==> src/rtl/uart_tx_buffer.sv <==
// uart_tx_buffer
//   Transmit-side FIFO between the DataMem peripheral bus and the UART
//   transmitter. Bytes written by DataMem are queued. They are handed to the
//   UART one at a time, and the UART_STATUS handshake sets the pace, so the
//   CPU can issue back-to-back TX writes without polling.
//
// Parameters
//   DEPTH          FIFO entries (power of two, >= 2)
//   BUSY_TIMEOUT   sysclk cycles to wait for uart_tx_status to fall after a launch
//
// Ports
//   sysclk          in   single clock, all state on rising edge
//   reset           in   asynchronous active-low reset
//   in_txd          in   [7:0] byte from DataMem, stable while in_tx_en is high
//   in_tx_en        in   write strobe from DataMem, asynchronous to sysclk
//   in_tx_status    out  1 = FIFO has space
//   uart_txd        out  [7:0] byte to the UART, held until the next launch
//   uart_tx_en      out  one-cycle launch pulse to the UART
//   uart_tx_status  in   1 = UART idle, 0 = shifting
//   fifo_count      out  occupied entries, 0..DEPTH
//
// Optional feature (macro UART_TXBUF_OVF_FLAG_EN)
//   Adds ovf_flag (out, sticky overflow indication) and ovf_clr (in, clear).
//   Without the macro, bytes written while the FIFO is full are silently lost.
module uart_tx_buffer #(
   parameter int DEPTH        = 8,
   parameter int BUSY_TIMEOUT = 64
) (
   input  logic                   sysclk,
   input  logic                   reset,
   input  logic [7:0]             in_txd,
   input  logic                   in_tx_en,
   output logic                   in_tx_status,
   output logic [7:0]             uart_txd,
   output logic                   uart_tx_en,
   input  logic                   uart_tx_status,
`ifdef UART_TXBUF_OVF_FLAG_EN
   output logic                   ovf_flag,
   input  logic                   ovf_clr,
`endif
   output logic [$clog2(DEPTH):0] fifo_count
);

   localparam int PTR_W = $clog2(DEPTH);
   localparam int CNT_W = PTR_W + 1;
   localparam int TMR_W = (BUSY_TIMEOUT > 1) ? $clog2(BUSY_TIMEOUT) : 1;
   localparam logic [CNT_W-1:0] FULL_CNT = CNT_W'(DEPTH);
   localparam logic [TMR_W-1:0] TMR_LAST = TMR_W'(BUSY_TIMEOUT - 1);

   typedef enum logic [1:0] {IDLE, LAUNCH, WAIT_BUSY, WAIT_DONE} state_t;

   logic             sync_p0, sync_p1, sync_p2;
   logic             push_vld_p2;
   logic [7:0]       mem [DEPTH];
   logic [PTR_W-1:0] wr_ptr, rd_ptr;
   logic [CNT_W-1:0] count, count_nxt;
   logic             full, pop, push_ok;
   state_t           state;
   logic [TMR_W-1:0] timer;

   // ---- stage p0/p1: two-flop synchronizer; p2: previous value for edge detect
   always_ff @(posedge sysclk or negedge reset) begin
      if (!reset) begin
         sync_p0 <= 1'b0;
         sync_p1 <= 1'b0;
         sync_p2 <= 1'b0;
      end else begin
         sync_p0 <= in_tx_en;
         sync_p1 <= sync_p0;
         sync_p2 <= sync_p1;
      end
   end

   // One push per rising edge of the strobe, however long it stays high.
   assign push_vld_p2 = sync_p1 & ~sync_p2;

   // ---- FIFO storage and occupancy
   assign full    = (count == FULL_CNT);
   assign pop     = (state == IDLE) && (count != '0) && uart_tx_status;
   // A pop in the same cycle frees the head slot, so a full FIFO still accepts.
   assign push_ok = push_vld_p2 && (!full || pop);

   always_comb begin
      count_nxt = count;
      case ({push_ok, pop})
         2'b10:   count_nxt = count + CNT_W'(1);
         2'b01:   count_nxt = count - CNT_W'(1);
         default: count_nxt = count;
      endcase
   end

   always_ff @(posedge sysclk) begin
      if (push_ok) mem[wr_ptr] <= in_txd;
   end

   always_ff @(posedge sysclk or negedge reset) begin
      if (!reset) begin
         wr_ptr       <= '0;
         rd_ptr       <= '0;
         count        <= '0;
         in_tx_status <= 1'b1;
      end else begin
         if (push_ok) wr_ptr <= wr_ptr + PTR_W'(1);
         if (pop)     rd_ptr <= rd_ptr + PTR_W'(1);
         count        <= count_nxt;
         in_tx_status <= (count_nxt != FULL_CNT);
      end
   end

   assign fifo_count = count;

   // ---- launch FSM: pop and launch happen on the IDLE->LAUNCH edge, so
   // uart_tx_en and uart_txd are valid together while in LAUNCH.
   always_ff @(posedge sysclk or negedge reset) begin
      if (!reset) begin
         state      <= IDLE;
         timer      <= '0;
         uart_tx_en <= 1'b0;
         uart_txd   <= 8'h00;
      end else begin
         uart_tx_en <= 1'b0;
         case (state)
            IDLE: begin
               if (pop) begin
                  state      <= LAUNCH;
                  uart_tx_en <= 1'b1;
                  uart_txd   <= mem[rd_ptr];
               end
            end
            LAUNCH: begin
               state <= WAIT_BUSY;
               timer <= '0;
            end
            WAIT_BUSY: begin
               // A UART that never reports busy must not stall the queue;
               // the byte is treated as sent.
               if (!uart_tx_status)       state <= WAIT_DONE;
               else if (timer == TMR_LAST) state <= IDLE;
               else                        timer <= timer + TMR_W'(1);
            end
            WAIT_DONE: begin
               if (uart_tx_status) state <= IDLE;
            end
            default: state <= IDLE;
         endcase
      end
   end

`ifdef UART_TXBUF_OVF_FLAG_EN
   // ---- sticky overflow flag; a new drop wins over a simultaneous clear
   logic drop;
   assign drop = push_vld_p2 && full && !pop;

   always_ff @(posedge sysclk or negedge reset) begin
      if (!reset)       ovf_flag <= 1'b0;
      else if (drop)    ovf_flag <= 1'b1;
      else if (ovf_clr) ovf_flag <= 1'b0;
   end
`endif

endmodule

==> config.mk <==
export PLATFORM = sky130hd
export DESIGN_NAME = uart_tx_buffer
export DESIGN_NICKNAME = d
export VERILOG_FILES = /design/src/rtl/uart_tx_buffer.sv
export SDC_FILE = /design/constraint.sdc
export NUM_CORES = 1
export LEC_CHECK = 0
export CORE_ASPECT_RATIO = 0.9
export CORE_MARGIN = 4
export CORE_UTILIZATION = 48
export DETAILED_ROUTE_END_ITERATION = 12
export GPL_ROUTABILITY_DRIVEN = 0
export PLACE_DENSITY_LB_ADDON = 0.2
export SLEW_MARGIN = 0
export SYNTH_ARGS = -nofsm -noshare
export SYNTH_HDL_FRONTEND = slang
export SYNTH_SLANG_ARGS = --single-unit
==> constraint.sdc <==
create_clock -name sysclk -period 3.1 [get_ports sysclk]
set_input_delay 0.31 -clock sysclk [delete_from_list [all_inputs] [get_ports sysclk]]
set_output_delay 0.31 -clock sysclk [all_outputs]
set_load 0.02 [all_outputs]
==> reports/qor.txt, run 1 <==
Run status: finished clean
Worst-Skew Late Latency: 0.35 ns
FF+latch count, synth: 95
Post-Place Cells: 378
Setup crit end kind: register
Avg Cell Area, Syn: 15.42 um2
Arr. time, crit path: 3.03 ns
# resized after CTS: 0
Worst min path class: in2async
Worst Clk Skew: 0.01512 ns
Netlist cell types: 39
Worst slew pin tran: 0.7867 ns
Vias/cell: 5.459
Hold Slack: 0.3455 ns
Starting Density: 0.5050
CP Max Fanout: 8
Vias: 2,151
Num rows: 30
Max VDD drop: 0.3443 mV
Die area: 0.009602 mm2
WP data required: 3.37 ns
Final hold vios: 0
WL/cell: 16.56 um
Vias in the first global route: 2,067
Grt total ovfl: 0
Unrepaired setup endpoints after global routing: no
Leakage Power: 1.636 nW
Critical path class: reg2reg
Final worst path period need: 2.766 ns
Rel. slew slack: 0.4756
Number of port buffers: 25
Post-Layout Inst Area: 0.004496 mm2
Ys flop type: edfxtp_1
Post-CTS Setup Bufs: 0
EDFF count, synth: 64
Post-synthesis cell count: 252
Critical path's slowest cell: dfrtp_1
Register area share after synthesis: 0.6945
Largest cells by area after synthesis: edfxtp_1 (49%), dfrtp_1 (19%), mux4_2 (9.3%)
Hpwl dp: 4328 um
Ys async rst share: 0.3263
Setup violators final: 0
Syn Nets: 270
Area Overhead vs Synth: 15.68%
Kind of cell adding the most delay to the critical path: simple AND/OR/NAND/NOR gates
Die X: 102.8 um
Crit path buffers/inverters: 2
Most area-hungry cell type in the Yosys netlist: edfxtp_1
Commonest cells after routing, fill and taps aside: edfxtp_1 (64), dfrtp_1 (30), nand2_1 (26), clkdlybuf4s50_1 (25), o21ai_0 (19)
Initial antenna violation count: 0
Root Driver: clkbuf_8
Fmax: 361.5 MHz
First-pass GRT wire length: 10,510 um
Most used cell, CP: inv_2
Max Cap Violations: 0
Synth Cell Area: 0.003886 mm2
Final Cycle Share: 0.8923
Setup TNS: 0 ns
Die height: 93.36 um
Core Area: 0.007695 mm2
H-tree depth: 3
Number of synthesis warnings: 0
Pin count of the biggest net entering global routing: 32
Clk slew on worst S/H paths: 0.09 ns
Worst path max stage delay: 0.47 ns
Max-slew violations: 0
Post-Place Cell Area: 0.004322 mm2
Startpoint types: register
Cell Count, Final, Fillers Out: 394
Clock Path Buffers: 2
Initial DRC count: 94
IO Count: 26
P per Cell Area: 839.0 mW/mm2
Total Wirelength: 6524 um
Clock sinks: 95
Synth top area share: 0.4945
CTS tree: yes
Num CTS Buffers: 9
DRT Pass-1 Iters: 5
Detail Route Antenna Nets: 0
Remaining DRCs: 0
Proportion of layout cells with a drive suffix above 1: 0.1644
# diodes: 0
Nets: 311
Crit-path cells: or3_4 -> o21ai_2 -> inv_2 -> nand2_2 -> inv_2 -> ha_1 -> nand3_1 -> and2_1 -> a221oi_1 -> a221o_1 -> or3b_1
Commonest non-fill, non-tap cell in the layout: edfxtp_1
Hold_buf cts: 0
Tot GR Track Use: 0.1479
## area by class of cell
class / count / area (um2)
flip-flops and latches: 95 / 2699
clock inverters: 5 / 32.53
repair buffers: 38 / 347.8
clock buffers: 11 / 141.4
fillers: 590 / 3199
inverters: 7 / 26.28
multi-input cells: 142 / 1129
well taps: 96 / 120.1
## registers in the layout, indices dropped and copies added (netlist names)
signal and cells:
uart_tx_en 1, sync_p2 1, sync_p1 1, uart_txd 8
in_tx_status 1, state 2, timer 6, mem 64
wr_ptr 3, fifo_count 4, rd_ptr 3, sync_p0 1
## metrics by stage
| stage | utilization | power [mW] | worst slack (ns) |
|---|---|---|---|
| finish | 0.5842 | 3.772 | 0.3339 |
| global route | 0.5842 | 4.002 | 0.1926 |
| CTS | 0.5842 | 3.805 | 0.3652 |
| detailed placement | 0.5616 | 3.096 | 0.1745 |
| global placement | 0.5616 | 3.068 | 0.2466 |
| floorplan | - | 2.653 | 0.4329 |
## metal layers
layer	share of wire	vias up	global-route usage	wire, um
li1	-	1037	-	-
met1	0.45	1058	0.2095	2928
met2	0.48	50	0.2290	3164
met3	0.055	6	0.04325	361
met4	0.011	0	0.03236	70
met5	0	-	0	0
## power breakdown
group | total (mW) | switching (mW) | internal [mW]
logic | 1.20 | 0.577 | 0.623
registers | 1.85 | 0.278 | 1.58
clock network | 0.719 | 0.406 | 0.313
## cells by family after synthesis
group | share of synthesized area
compound gates | 0.05860
xor+xnor | 0.01352
fa+ha+maj | 0.02125
buf+inv | 0.01513
flops | 0.6945
mux | 0.1133
simple gates | 0.08371
## worst paths after layout
check | cells past startpoint | slack [ns] | start | end
worst max-delay path | 11 | 0.33 | fifo_count[0]$_DFF_PN0_ | in_tx_status$_DFF_PN1_
worst min-delay path | 2 | 0.35 | reset | timer[5]$_DFFE_PN0P_
worst max register to register | 11 | 0.33 | fifo_count[0]$_DFF_PN0_ | in_tx_status$_DFF_PN1_
worst min register to register | 0 | 0.35 | sync_p0$_DFF_PN0_ | sync_p1$_DFF_PN0_
max in group asynchronous | 2 | 2.41 | reset | in_tx_status$_DFF_PN1_
min in group sysclk | 0 | 0.35 | sync_p0$_DFF_PN0_ | sync_p1$_DFF_PN0_
## Yosys cell counts, types with 3 or more instances
| master | count |
|---|---|
| nor2_1 | 14 |
| ha_1 | 5 |
| dfrtp_1 | 30 |
| a31oi_1 | 3 |
| nand2b_1 | 4 |
| nand3_1 | 4 |
| inv_1 | 5 |
| clkbuf_1 | 4 |
| nand2_1 | 26 |
| nor3_1 | 7 |
| xnor2_1 | 4 |
| a21oi_1 | 6 |
| mux4_2 | 16 |
| o21ai_0 | 19 |
| edfxtp_1 | 64 |
| mux2i_1 | 8 |
No activity file was read; power rests on OpenSTA's default activity.
==> run 2, diff against run 1 <==
- HOLD_SLACK_MARGIN: not set -> 0.02
==> results of run 2 <==
No change in the layout: final DEF, timing and power equal those of run 1.
==> run 3, diff against run 2 <==
- CORE_UTILIZATION: 48 -> 40
- TNS_END_PERCENT: not set -> 5
==> run 3 against run 2 <==
Against the previous run:
- final cell count increased by 7.4%
- count of clock-buffer cells in the layout decreased by 2
- critical endpoint unchanged
- hold slack improved by 0.0087 ns
- global-route usage decreased by 1.4 points
- via count increased by 0.88%
- clock skew decreased by 0.0056 ns
- fmax decreased by 0.31%
- largest power group unchanged
- utilization decreased by 9.3 points
- routed wire length increased by 8.0%
- non-clock buffer count increased by 3
- largest cell class unchanged
- combinational power increased by 3%
==> reports/qor.txt, run 3 (synthesized netlist as in run 1, its figures left out) <==
Num rows: 33 (was 30)
Worst Clk Skew: 0.009514 ns (was 0.01512 ns)
Number of port buffers: 25 (unchanged)
Design internal power: 2.520 mW (was 2.511 mW)
Initial antenna violation count: 0 (unchanged)
Critical Path Start: fifo_count[0]$_DFF_PN0_ (unchanged)
Core Area: 0.009290 mm2 (was 0.007695 mm2)
Final worst path period need: 2.775 ns (was 2.766 ns)
Final Cycle Share: 0.8951 (was 0.8923)
P per Cell Area: 839.7 mW/mm2 (was 839.0 mW/mm2)
Proportion of layout cells with a drive suffix above 1: 0.1794 (was 0.1644)
Overall power: 3.831 mW (was 3.772 mW)
Largest register FFs: 64 (unchanged)
Post-CTS Setup Bufs: 0 (unchanged)
Hold_buf cts: 0 (unchanged)
Worst slew pin tran: 1.068 ns (was 0.7867 ns)
Setup TNS: 0 ns (unchanged)
DRT Pass-1 Iters: 4 (was 5)
First-pass GRT wire length: 11,470 um (was 10,510 um)
Post-layout util: 0.4910 (was 0.5842)
Setup crit end kind: register (unchanged)
Leakage Power: 1.655 nW (was 1.636 nW)
Clk pwr share: 0.194 (was 0.191)
Reg2Reg Launch Point: fifo_count[0]$_DFF_PN0_ (unchanged)
Tot GR Track Use: 0.1337 (was 0.1479)
CTS tree: yes (unchanged)
Unrepaired setup endpoints after global routing: no (unchanged)
Max Cap Violations: 0 (unchanged)
Commonest cells after routing, fill and taps aside: edfxtp_1 (64), dfrtp_1 (30), nand2_1 (26), clkdlybuf4s50_1 (25), o21ai_0 (19) (unchanged)
Fmax: 360.4 MHz (was 361.5 MHz)
Rel. slew slack: 0.2821 (was 0.4756)
Vias/cell: 5.130 (was 5.459)
Sw Ratio: 0.3421 (was 0.3343)
Initial DRC count: 103 (was 94)
Worst min path class: in2async (unchanged)
Regs by FF count: mem (64), uart_txd (8), timer (6) (unchanged)
IO Count: 26 (unchanged)
Startpoint types: register (unchanged)
Post-Place Cells: 407 (was 378)
Sequential power share: 0.483 (was 0.492)
Vias: 2,170 (was 2,151)
WL/cell: 16.65 um (was 16.56 um)
Worst-Skew Late Latency: 0.35 ns (about the same)
Final hold vios: 0 (unchanged)
Total Wirelength: 7045 um (was 6524 um)
Setup violators final: 0 (unchanged)
Area Overhead vs Synth: 17.39% (was 15.68%)
CP endpoint: in_tx_status$_DFF_PN1_ (unchanged)
Nets: 314 (was 311)
Pin count of the biggest net entering global routing: 32 (unchanged)
RR Endpoint: in_tx_status$_DFF_PN1_ (unchanged)
Clk slew on worst S/H paths: 0.10 ns (was 0.09 ns)
Max VDD drop: 0.2646 mV (was 0.3443 mV)
Die area: 0.01136 mm2 (was 0.009602 mm2)
Die X: 111.9 um (was 102.8 um)
Run status: finished clean (unchanged)
Cell Count, Final, Fillers Out: 423 (was 394)
# resized after CTS: 0 (unchanged)
Commonest non-fill, non-tap cell in the layout: edfxtp_1 (unchanged)
Biggest register: mem (unchanged)
Net Sw Power: 1.311 mW (was 1.261 mW)
Die height: 101.5 um (was 93.36 um)
Power share of the combinational group: 0.323 (was 0.318)
Post-Layout Inst Area: 0.004562 mm2 (was 0.004496 mm2)
Vias in the first global route: 2,209 (was 2,067)
Final setup margin: 0.3252 ns (was 0.3339 ns)
Remaining DRCs: 0 (unchanged)
CP Max Fanout: 8 (unchanged)
Starting Density: 0.4183 (was 0.5050)
WP data required: 3.38 ns (was 3.37 ns)
Max-slew violations: 0 (unchanged)
Num CTS Buffers: 9 (unchanged)
Hold Slack: 0.3543 ns (was 0.3455 ns)
Root Driver: clkbuf_8 (unchanged)
H-tree depth: 3 (unchanged)
Grt total ovfl: 0 (unchanged)
Critical path class: reg2reg (unchanged)
Clock sinks: 95 (unchanged)
# diodes: 0 (unchanged)
Post-Place Cell Area: 0.004383 mm2 (was 0.004322 mm2)
Clock Path Buffers: 2 (unchanged)
Detail Route Antenna Nets: 0 (unchanged)
Reg2reg path depth: 11 (unchanged)
Worst slack, placed: 0.1997 ns (was 0.1745 ns)
Hpwl dp: 4661 um (was 4328 um)
FF-to-FF setup slack: 0.33 ns (about the same)
Arr. time, crit path: 3.05 ns (was 3.03 ns)
run 3: layout make-up:
class	count	area [um2]
clock buffer	9	123.9
clock inverter	7	55.05
fill	826	4728
inverter	7	26.28
multi-input combinational	142	1135
sequential	95	2699
tap	122	152.6
timing repair buffer	41	370.4
run 3: critical path, stage by stage (launching register included):
cell and delay, ns:
dfrtp_1 0.49, or3_4 0.47, o21ai_2 0.16, inv_2 0.06, nand2_2 0.08, inv_2 0.06, ha_1 0.32, nand3_1 0.10
and2_1 0.17, a221oi_1 0.28, a221o_1 0.16, or3b_1 0.35
run 3: metal layers:
layer	GRT usage	vias up	wire, um
li1	-	1047	-
met1	0.1792	1085	3291
met2	0.2198	31	3483
met3	0.02389	7	186
met4	0.05332	0	84
met5	0	-	0
run 3: how the worst min path moves through the flow:
stage | startpoint | endpoint | slack [ns] | cells past startpoint
after floorplan | reset | fifo_count[0]$_DFF_PN0_ | 0.01 | 0
after global placement | sync_p0$_DFF_PN0_ | sync_p1$_DFF_PN0_ | 0.34 | 0
after detailed placement | sync_p0$_DFF_PN0_ | sync_p1$_DFF_PN0_ | 0.34 | 0
after CTS | reset | rd_ptr[0]$_DFFE_PN0N_ | 0.36 | 2
after global routing | sync_p0$_DFF_PN0_ | sync_p1$_DFF_PN0_ | 0.36 | 0
final | reset | uart_txd[0]$_DFFE_PN0P_ | 0.35 | 2
run 3: power by group through the flow:
| stage | Sequential [mW] | Clock [mW] | Combinational (mW) |
|---|---|---|---|
| 3_5_place_dp | 1.89 | 0 | 1.25 |
| 4_1_cts | 1.86 | 0.767 | 1.25 |
| 6_report | 1.85 | 0.743 | 1.24 |
| 3_3_place_gp | 1.88 | 0 | 1.24 |
| 2_1_floorplan | 1.84 | 0 | 0.815 |
| 5_1_grt | 1.90 | 0.819 | 1.37 |
